`src/rtl/mips_pkg.sv`:
```
// Shared definitions for the MIPS fetch stage and its IF/ID register.
// Holds next-PC select codes, the NOP word, FSM states and the IF/ID bundle.
package mips_pkg;

    localparam logic [1:0] PCSRC_SEQ = 2'b00;
    localparam logic [1:0] PCSRC_BR  = 2'b01;
    localparam logic [1:0] PCSRC_J   = 2'b10;
    localparam logic [1:0] PCSRC_JR  = 2'b11;

    localparam logic [31:0] NOP_INSTR = 32'h0000_0000;

    typedef enum logic {
        FETCH = 1'b0,
        HOLD  = 1'b1
    } if_state_t;

    typedef struct packed {
        logic [31:0] instruction;
        logic [31:0] pc_out;
        logic        valid;
    } if_id_t;

endpackage

```
`src/rtl/if_stage_if.sv`:
```
// Instruction-memory fetch port: request/address out, data/ready back.
// The fetch stage is the master; the memory model is the slave.
interface if_stage_if;

    logic        imem_req;
    logic [31:0] imem_addr;
    logic [31:0] imem_rdata;
    logic        imem_ready;

    modport master (
        output imem_req,
        output imem_addr,
        input  imem_rdata,
        input  imem_ready
    );

    modport slave (
        input  imem_req,
        input  imem_addr,
        output imem_rdata,
        output imem_ready
    );

endinterface

```
`src/rtl/if_id_reg.sv`:
```
// IF/ID pipeline register: 65 bits with synchronous reset, clear and load.
// Clear wins over load so a bubble always beats an incoming word.
module if_id_reg
    import mips_pkg::*;
(
    input  logic   clk,
    input  logic   rst,
    input  logic   i_load,
    input  logic   i_clear,
    input  if_id_t i_d,
    output if_id_t o_q
);

    if_id_t r_q;

    always_ff @(posedge clk) begin
        if (rst || i_clear) begin
            r_q <= '{instruction: NOP_INSTR, pc_out: 32'h0, valid: 1'b0};
        end else if (i_load) begin
            r_q <= i_d;
        end
    end

    assign o_q = r_q;

endmodule

```
`src/rtl/if_stage.sv`:
```
// Instruction-fetch stage: PC, variable-latency fetch, redirect, IF/ID.
// A word returning during a stall is parked in a hold buffer (HOLD).
module if_stage
    import mips_pkg::*;
#(
    parameter logic [31:0] RESET_PC = 32'h0000_0000
) (
    input  logic        clk,
    input  logic        rst,
    input  logic        stall,
    input  logic        flush,
    input  logic [1:0]  pc_src,
    input  logic [31:0] branch_address,
    input  logic [31:0] j_address,
    input  logic [31:0] jr_address,
    if_stage_if.master  imem,
    output logic [31:0] instruction,
    output logic [31:0] pc_out,
    output logic        valid
);

    if_state_t   r_state;
    logic [31:0] r_pc;
    logic [31:0] r_hold_instr;
    logic [31:0] r_hold_pc4;

    logic [31:0] w_pc_plus4;
    logic [31:0] w_target;
    logic        w_load;
    logic        w_clear;
    if_id_t      w_d;
    if_id_t      w_q;

    assign w_pc_plus4 = r_pc + 32'd4;

    always_comb begin
        w_target = w_pc_plus4;
        unique case (pc_src)
            PCSRC_SEQ: w_target = w_pc_plus4;
            PCSRC_BR:  w_target = branch_address;
            PCSRC_J:   w_target = j_address;
            PCSRC_JR:  w_target = jr_address;
        endcase
    end

    // Stall freezes IF/ID; otherwise flush or a wait state yields a bubble.
    always_comb begin
        w_load  = 1'b0;
        w_clear = 1'b0;
        w_d     = '{instruction: imem.imem_rdata,
                    pc_out:      w_pc_plus4,
                    valid:       1'b1};
        if (!stall) begin
            if (flush) begin
                w_clear = 1'b1;
            end else if (r_state == HOLD) begin
                w_load = 1'b1;
                w_d    = '{instruction: r_hold_instr,
                           pc_out:      r_hold_pc4,
                           valid:       1'b1};
            end else if (imem.imem_ready) begin
                w_load = 1'b1;
            end else begin
                w_clear = 1'b1;
            end
        end
    end

    always_ff @(posedge clk) begin
        if (rst) begin
            r_state      <= FETCH;
            r_pc         <= RESET_PC;
            r_hold_instr <= NOP_INSTR;
            r_hold_pc4   <= 32'h0;
        end else if (stall) begin
            if (r_state == FETCH && imem.imem_ready) begin
                r_hold_instr <= imem.imem_rdata;
                r_hold_pc4   <= w_pc_plus4;
                r_pc         <= w_pc_plus4;
                r_state      <= HOLD;
            end
        end else if (flush) begin
            r_pc         <= w_target;
            r_state      <= FETCH;
            r_hold_instr <= NOP_INSTR;
            r_hold_pc4   <= 32'h0;
        end else if (r_state == HOLD) begin
            r_state <= FETCH;
        end else if (imem.imem_ready) begin
            r_pc <= w_pc_plus4;
        end
    end

    assign imem.imem_req  = (r_state == FETCH);
    assign imem.imem_addr = r_pc;

    if_id_reg u_if_id (
        .clk     (clk),
        .rst     (rst),
        .i_load  (w_load),
        .i_clear (w_clear),
        .i_d     (w_d),
        .o_q     (w_q)
    );

    assign instruction = w_q.instruction;
    assign pc_out      = w_q.pc_out;
    assign valid       = w_q.valid;

endmodule
```
`src/flat_wrapper.sv`:
```
// flat-port wrapper written by rule: the top's interface ports become plain ports
module if_stage_flat import mips_pkg::*;
#(
    parameter logic [31:0] RESET_PC = 32'h0000_0000
)
  (clk, rst, stall, flush, pc_src, branch_address, j_address, jr_address, instruction, pc_out, valid, imem_imem_req, imem_imem_addr, imem_imem_rdata, imem_imem_ready);
  if_stage_if imem_i ();
  input  logic clk;
  input  logic rst;
  input  logic stall;
  input  logic flush;
  input  logic [1:0] pc_src;
  input  logic [31:0] branch_address;
  input  logic [31:0] j_address;
  input  logic [31:0] jr_address;
  output logic [31:0] instruction;
  output logic [31:0] pc_out;
  output logic valid;
  output wire logic [$bits(imem_i.imem_req)-1:0] imem_imem_req;
  output wire logic [$bits(imem_i.imem_addr)-1:0] imem_imem_addr;
  input wire logic [$bits(imem_i.imem_rdata)-1:0] imem_imem_rdata;
  input wire logic [$bits(imem_i.imem_ready)-1:0] imem_imem_ready;
  assign imem_imem_req = imem_i.imem_req;
  assign imem_imem_addr = imem_i.imem_addr;
  assign imem_i.imem_rdata = imem_imem_rdata;
  assign imem_i.imem_ready = imem_imem_ready;
  if_stage #(.RESET_PC(RESET_PC)) u_core (.clk(clk), .rst(rst), .stall(stall), .flush(flush), .pc_src(pc_src), .branch_address(branch_address), .j_address(j_address), .jr_address(jr_address), .imem(imem_i), .instruction(instruction), .pc_out(pc_out), .valid(valid));
endmodule
```
`config.mk`:
```
export PLATFORM = sky130hd
export DESIGN_NAME = if_stage_flat
export DESIGN_NICKNAME = d
export VERILOG_FILES = /design/src/rtl/mips_pkg.sv /design/src/rtl/if_stage_if.sv /design/src/rtl/if_id_reg.sv /design/src/rtl/if_stage.sv /design/src/flat_wrapper.sv
export SDC_FILE = /design/constraint.sdc
export NUM_CORES = 1
export LEC_CHECK = 0
export BUFFER_PORTS_ARGS = -buffer_cell sky130_fd_sc_hd__clkbuf_2
export CORE_MARGIN = 3
export CORE_UTILIZATION = 56
export DETAILED_ROUTE_END_ITERATION = 12
export GPL_TIMING_DRIVEN = 0
export PLACE_DENSITY = 0.95
export SLEW_MARGIN = 25
export SYNTH_ARGS = -nofsm -noshare
export SYNTH_HDL_FRONTEND = slang
export SYNTH_SLANG_ARGS = --single-unit
```
`constraint.sdc`:
```
create_clock -name clk -period 6.8 [get_ports clk]
set_clock_uncertainty 0.05 [all_clocks]
set_input_delay 0 -clock clk [delete_from_list [all_inputs] [get_ports clk]]
set_output_delay 0 -clock clk [all_outputs]
set_load 0.005 [all_outputs]
```
==> qor.csv, run 1 <==
stage;metric;value;unit
grt;grt_util_all_layers;37.9;%
pwr;p_switching;0.680;mW
sta;fmax;0.362;GHz
placement;portBuffers;228;
placement;dp.cells;1392;
clock_tree;clk_pin_slew;0.06;ns
finish;mostFrequentLayoutCells;clkbuf_2, dfxtp_1, nand2_1;
setup_path;end_kind;flip-flop;
setup_path;crit_slowest_cell;nor4_1;
clock_tree;cts.sinks;162;
drt;drc;0;
synth;syn-cell-area;0.00789;mm2
setup_path;crit_fanout;7;
die;core;0.0135;mm2
sta;setup-violations-final;0;
synth;synth_xor_area_share;3.11;%
synth;ys_seq_area_share;41.1;%
finish;layout.nets;1422;
min_path;hp-class;in -> reg;
sta;period_share;40.7;%
synth;ys_dominant_reg_cell;dfxtp_1;
pwr;pwr-share-comb;16.0;%
finish;diodes;0;
synth;synth_seq_cells;162;
clock_tree;cts_buffer_depth;2;
pwr;cellPowerDensity;229;mW/mm2
grt;grt_start_max_net_pins;17;
clock_tree;cts-root-buf;clkbuf_16;
pwr;pwr-share-clk;39.9;%
synth;synth_top_family_by_area;compound AO/OA/AOI/OAI gates;
grt;grt-ovfl-total;0;
pwr;p_leak;4.17;nW
die;start_util;58.4;%
setup_path;critPathBufInv;1;
setup_path;cp_top_family;simple AND/OR/NAND/NOR gates;
clock_tree;cts_made_buffers;17;
synth;yosys_warnings;0;
sta;rsz0062_at_grt;false;
synth;synth_edf_count;0;
synth;synthMuxAreaShare;4.92;%
grt;first_global_vias;9173;
synth;synth_fp_nets;1124;
sta;tightest_slew;1.17;ns
clock_tree;htree_levels;4;
sta;slew_headroom;21.5;%
pwr;p_int;1.68;mW
sta;slew_violations;0;
drt;drt_iter0_drc;1559;
drt;avgRoutedWirePerCell;21.0;um
drt;ant_nets;0;
sta;min_period;2.77;ns
synth;synth-compound-area-share;25.7;%
synth;yosys.area_share.simple;18.0;%
setup_path;path_cells;buf_2 > nand4_1 > nor4_1 > nand3_1 > or3_1 > a31oi_1;
pwr;switching_share;28.8;%
grt;antenna_found_initial;0;
sta;finalSetupTns;0;ns
placement;hpwl;20.6;mm
setup_path;max_stage_delay;0.92;ns
placement;gp_congestion;0.953;
clock_tree;clk_latency;0.44;ns
synth;synth_cells;988;
setup_path;cp.required;7.10;ns
setup_path;start_kind;flip-flop;
setup_path;arrival;3.07;ns
sta;hold_viol_final;0;
die;die-area;0.0155;mm2
drt;vias;9592;
clock_tree;cts_tree;done;
synth;synthArstFlopShare;0;%
setup_path;path_class;reg -> reg;
clock_tree;cts_setup_buffers;0;
synth;syn_area_per_cell;7.98;um2
drt;wirelength;30.9;mm
synth;ys_types;60;
finish;drive_gt1_share;22.5;%
die;die_h;125;um
die;dieWidth;125;um
pwr;seqPwrFrac;44.1;%
die;io-pin-count;233;
finish;syn2layout_area_growth;30.9;%
pwr;irDropWorstVdd;224;uV
finish;stdcell_count;1475;
status;status;complete, no violations;
synth;synth_fa_ha_area_share;0.159;%
job;maxCapViolCount;0;
grt;grt_first_pass_wirelength;47.9;mm
drt;first_pass_iters;6;
die;core.rowCount;42;
drt;avgViaCountPerCell;6.50;
finish;final_common_cell;clkbuf_2;
[worst min-delay path, delay by kind of cell]
family	cells	cell delay (ns)
AOI/OAI and AO/OA	3	0.29
and+or+nand+nor	1	0.08
buffers and inverters	1	0.07
[routing by layer]
layer / share of wire, % / track usage, % / routed length [um] / vias to the layer above
li1: - / - / - / 4178
met2: 47 / 63.9 / 14500 / 905
met1: 35 / 44.6 / 10900 / 4331
met4: 6.2 / 21.8 / 1930 / 0
met5: 0 / 0 / 0 / -
met3: 12 / 7.89 / 3620 / 178
[flip-flops by register name, summed over array words and instances, names as in the netlist]
register / cells
u_core.r_hold_instr: 32
u_core.u_if_id.o_q: 65
u_core.r_state: 1
u_core.r_hold_pc4: 32
u_core.imem.imem_addr: 32
[synth_stat cells, drive strengths merged, types with 8 or more instances]
| cell | number | area (um2) |
|---|---|---|
| buf | 15 | 61.3 |
| clkbuf | 81 | 305 |
| and2 | 8 | 50.1 |
| xnor2 | 16 | 140 |
| o22ai | 36 | 225 |
| dfxtp | 162 | 3240 |
| nor4 | 8 | 56.3 |
| nand4 | 11 | 68.8 |
| xor2 | 12 | 105 |
| a31oi | 9 | 56.3 |
| a21oi | 91 | 455 |
| nand2 | 101 | 382 |
| a22oi | 16 | 120 |
| mux2 | 22 | 248 |
| inv | 50 | 188 |
| a221oi | 44 | 385 |
| o21ai | 47 | 235 |
| nand3 | 61 | 310 |
| mux2i | 14 | 140 |
| a211oi | 22 | 165 |
| nor3 | 13 | 65.1 |
| nor2 | 79 | 297 |
[kinds of logic after synthesis]
kind of cell             count (synthesis)
AO/OA/AOI/OAI                          308
XOR/XNOR                                28
adder cells (fa/ha/maj)                  1
buffers and inverters                  146
flip-flops                             162
multiplexers                            36
AND/OR/NAND/NOR                        307
[cell type report]
type | instances | area, um2
Clock buffer | 22 | 464
Inverter | 50 | 188
Fill cell | 865 | 3180
Clock inverter | 10 | 98.8
Timing Repair Buffer | 279 | 1650
Multi-Input combinational cell | 680 | 4090
Buffer | 96 | 367
Sequential cell | 162 | 3240
Tap cell | 176 | 220
[stage by stage]
| stage | power, mW | worst slack [ns] | hold slack (ns) | utilization, % | area (um2) |
|---|---|---|---|---|---|
| 2_1_floorplan | 1.24 | 4.55 | 0.0860 | - | 7890 |
| 3_3_place_gp | 1.38 | 4.29 | 0.191 | 68.5 | 9250 |
| 3_5_place_dp | 1.39 | 4.24 | 0.200 | 68.5 | 9250 |
| 4_1_cts | 2.32 | 4.23 | 0.00614 | 76.4 | 10300 |
| 5_1_grt | 2.42 | 4.01 | 0.0463 | 76.4 | 10300 |
| 6_report | 2.36 | 4.03 | 0.00854 | 76.4 | 10300 |
[power by group through the flow]
stage	combinational (mW)	clock (mW)	sequential (mW)
floorplan	0.184	0	1.05
global placement	0.325	0	1.06
detailed placement	0.333	0	1.06
CTS	0.359	0.921	1.04
global route	0.404	0.970	1.05
finish	0.379	0.942	1.04
[timing repair]
item	CTS	global route
endpoints found under the hold margin	82	0
gates resized for setup	0	0
hold buffers	51	0
[final timing paths]
path                                           startpoint                   endpoint  slack, ns  cells after the start
worst min-delay path                    branch_address[4]   u_core.imem.imem_addr[4]      0.009                      5
worst min register to register      u_core.r_hold_pc4[24]      u_core.r_hold_pc4[24]       0.41                      2
worst max-delay path            u_core.imem.imem_addr[13]  u_core.imem.imem_addr[23]       4.03                      6
worst max register to register  u_core.imem.imem_addr[13]  u_core.imem.imem_addr[23]       4.03                      6
(Power assumes the default switching activity.)
==> run 2, diff against run 1 <==
--- a/config.mk
+++ b/config.mk
@@ -7,10 +7,10 @@
 export LEC_CHECK = 0
 export BUFFER_PORTS_ARGS = -buffer_cell sky130_fd_sc_hd__clkbuf_2
 export CORE_MARGIN = 3
-export CORE_UTILIZATION = 56
+export CORE_UTILIZATION = 52
 export DETAILED_ROUTE_END_ITERATION = 12
 export GPL_TIMING_DRIVEN = 0
-export PLACE_DENSITY = 0.95
+export PLACE_DENSITY = 0.9
 export SLEW_MARGIN = 25
 export SYNTH_ARGS = -nofsm -noshare
 export SYNTH_HDL_FRONTEND = slang
==> constraint.sdc (replaced) <==
create_clock -name clk -period 2.85 [get_ports clk]
set_clock_uncertainty 0.05 [all_clocks]
set_input_delay 0 -clock clk [delete_from_list [all_inputs] [get_ports clk]]
set_output_delay 0 -clock clk [all_outputs]
set_load 0.005 [all_outputs]
==> qor.csv, run 2 (synthesis results as in run 1) <==
stage;metric;value;unit;change
finish;drive_gt1_share;22.6;%;+0.16 points
drt;first_pass_iters;9;;+3
grt;grt-ovfl-total;0;;unchanged
clock_tree;cts_made_buffers;17;;unchanged
drt;routedLengthMet1;10.9;mm;+0.24%
finish;multiInputGateArea;0.00410;mm2;+0.15%
setup_path;cp.required;3.16;ns;-3.94 ns
grt;grt_first_pass_wirelength;46.1;mm;-3.8%
min_path;hp-class;in -> reg;;
setup_path;path_cells;ha_1 > nand2_1 > or4_4 > or4_1 > o211ai_1;;
clock_tree;clk_latency;0.45;ns;about the same
finish;final_common_cell;clkbuf_2;;
die;core;0.0147;mm2;+8.8%
placement;gp_congestion;0.965;;+1.2%
finish;fillers;1075;;+24%
finish;largest_reg_flops;65;;unchanged
setup_path;r2r_start;u_core.imem.imem_addr[2];;
sta;tightest_slew;0.818;ns;-0.349 ns
sta;min_period;2.60;ns;-0.162 ns
placement;portBuffers;228;;unchanged
placement;hpwl;20.2;mm;-2.1%
setup_path;path_class;reg -> reg;;
pwr;irDropWorstVdd;478;uV;+110%
finish;mostFrequentLayoutCells;clkbuf_2, dfxtp_1, nand2_1;;
clock_tree;htree_levels;4;;unchanged
drt;avgViaCountPerCell;6.29;;-3.2%
sta;hold_viol_final;0;;unchanged
drt;route.met2.wl;13.7;mm;-5.4%
finish;layout.nets;1426;;+0.28%
grt;grt_util_all_layers;35.1;%;-2.9 points
clock_tree;cts_tree;done;;
sta;slew_violations;0;;unchanged
min_path;hp-start;branch_address[4];;
drt;ant_nets;0;;unchanged
sta;setup-violations-final;0;;unchanged
min_path;whs_path_depth;5;;unchanged
die;die_h;129;um;+3.6%
grt;antenna_found_initial;0;;unchanged
status;status;complete, no violations;;
drt;top_layer_used;met4;;
grt;first_global_vias;8881;;-3.2%
sta;fmax;0.384;GHz;+6.2%
die;io-pin-count;233;;unchanged
job;maxCapViolCount;0;;unchanged
clock_tree;cts_buffer_depth;2;;unchanged
clock_tree;hold_buffers;55;;+7.8%
setup_path;crit_fanout;8;;+1
setup_path;start_kind;flip-flop;;
die;die-area;0.0167;mm2;+7.3%
setup_path;arrival;2.91;ns;-0.16 ns
die;start_util;53.7;%;-4.7 points
clock_tree;cts_resized;0;;unchanged
die;dieWidth;129;um;+3.6%
pwr;p_leak;4.21;nW;+0.75%
setup_path;rr_worst_depth;5;;-1
setup_path;crit_slowest_cell;or4_4;;
clock_tree;cts_setup_buffers;0;;unchanged
setup_path;max_stage_delay;0.63;ns;-0.29 ns
sta;slew_headroom;45.0;%;+23 points
min_path;whs_endpoint;u_core.imem.imem_addr[4];;
sta;holdWs;0.00427;ns;-0.00427 ns
clock_tree;cts-root-buf;clkbuf_16;;
drt;wirelength;29.6;mm;-4.3%
finish;regArea;0.00324;mm2;unchanged
setup_path;end_kind;flip-flop;;
setup_path;r2r_end;u_core.imem.imem_addr[28];;
finish;syn2layout_area_growth;31.9;%;
sta;rsz0062_at_grt;false;;
die;core.rowCount;44;;+4.8%
drt;drt_iter0_drc;1264;;-19%
drt;vias;9356;;-2.5%
drt;drc;0;;unchanged
clock_tree;clk_pin_slew;0.07;ns;about the same
drt;met3_length;3.00;mm;-17%
sta;period_share;91.4;%;+51 points
drt;avgRoutedWirePerCell;19.9;um;-5.1%
clock_tree;cts.sinks;162;;unchanged
setup_path;rrSetupSlack;0.25;ns;-3.79 ns
finish;final_util;70.8;%;-5.7 points
finish;diodes;0;;unchanged
pwr;cellPowerDensity;546;mW/mm2;+140%
grt;grt_start_max_net_pins;17;;unchanged
sta;finalSetupTns;0;ns;unchanged
-- run 2: cell types whose count changed in the layout (fill, tap and decap cells not counted), sizes merged --
cell         previous run  this run
clkbuf                331       327
dlygate4sd3            51        55
clkinv                  3         6
bufinv                  1         2
-- run 2: worst max-delay path by stage --
stage | startpoint | end
2_1_floorplan | u_core.imem.imem_addr[13] | u_core.imem.imem_addr[28]
3_3_place_gp | u_core.imem.imem_addr[11] | u_core.imem.imem_addr[23]
3_5_place_dp | u_core.imem.imem_addr[10] | u_core.imem.imem_addr[23]
4_1_cts | u_core.imem.imem_addr[10] | u_core.imem.imem_addr[23]
5_1_grt | u_core.imem.imem_addr[2] | u_core.imem.imem_addr[28]
6_report | u_core.imem.imem_addr[2] | u_core.imem.imem_addr[28]
-- run 2: cell type report --
type / instances / area share (%)
clock buffers: 18 / 4.13
plain buffers: 96 / 3.52
clock inverters: 14 / 1.50
well taps: 184 / 2.21
flip-flops and latches: 162 / 31.2
repair buffers: 283 / 16.3
multi-input cells: 680 / 39.4
inverters: 50 / 1.80
-- run 2: critical path, delay by kind of cell, from the launching register on --
kind / cells / cell delay, ns
and+or+nand+nor: 3 / 1.43
AOI/OAI and AO/OA: 1 / 0.10
adders and majority gates: 1 / 0.37
DFF: 1 / 0.56
-- run 2: layer usage --
layer / GRT usage [%] / vias up
met1: 42.3 / 4262
li1: - / 4187
met5: 0 / -
met2: 57.1 / 738
met4: 21.0 / 0
met3: 7.87 / 169
-- run 2: metrics by stage --
step	setup slack, ns	power (mW)	instances	instance area, um2
finish	0.246	5.68	1487	10400
global route	0.214	5.84	1487	10400
CTS	0.0834	5.61	1487	10400
detailed placement	0.273	3.31	1400	9260
global placement	0.300	3.29	1400	9260
floorplan	0.596	2.95	988	7890
-- run 2: power by group --
part | internal (mW) | switching (mW) | total, mW
Combinational | 0.377 | 0.517 | 0.895
Sequential | 2.38 | 0.101 | 2.48
Clock | 1.30 | 0.998 | 2.30
Total | 4.06 | 1.62 | 5.68
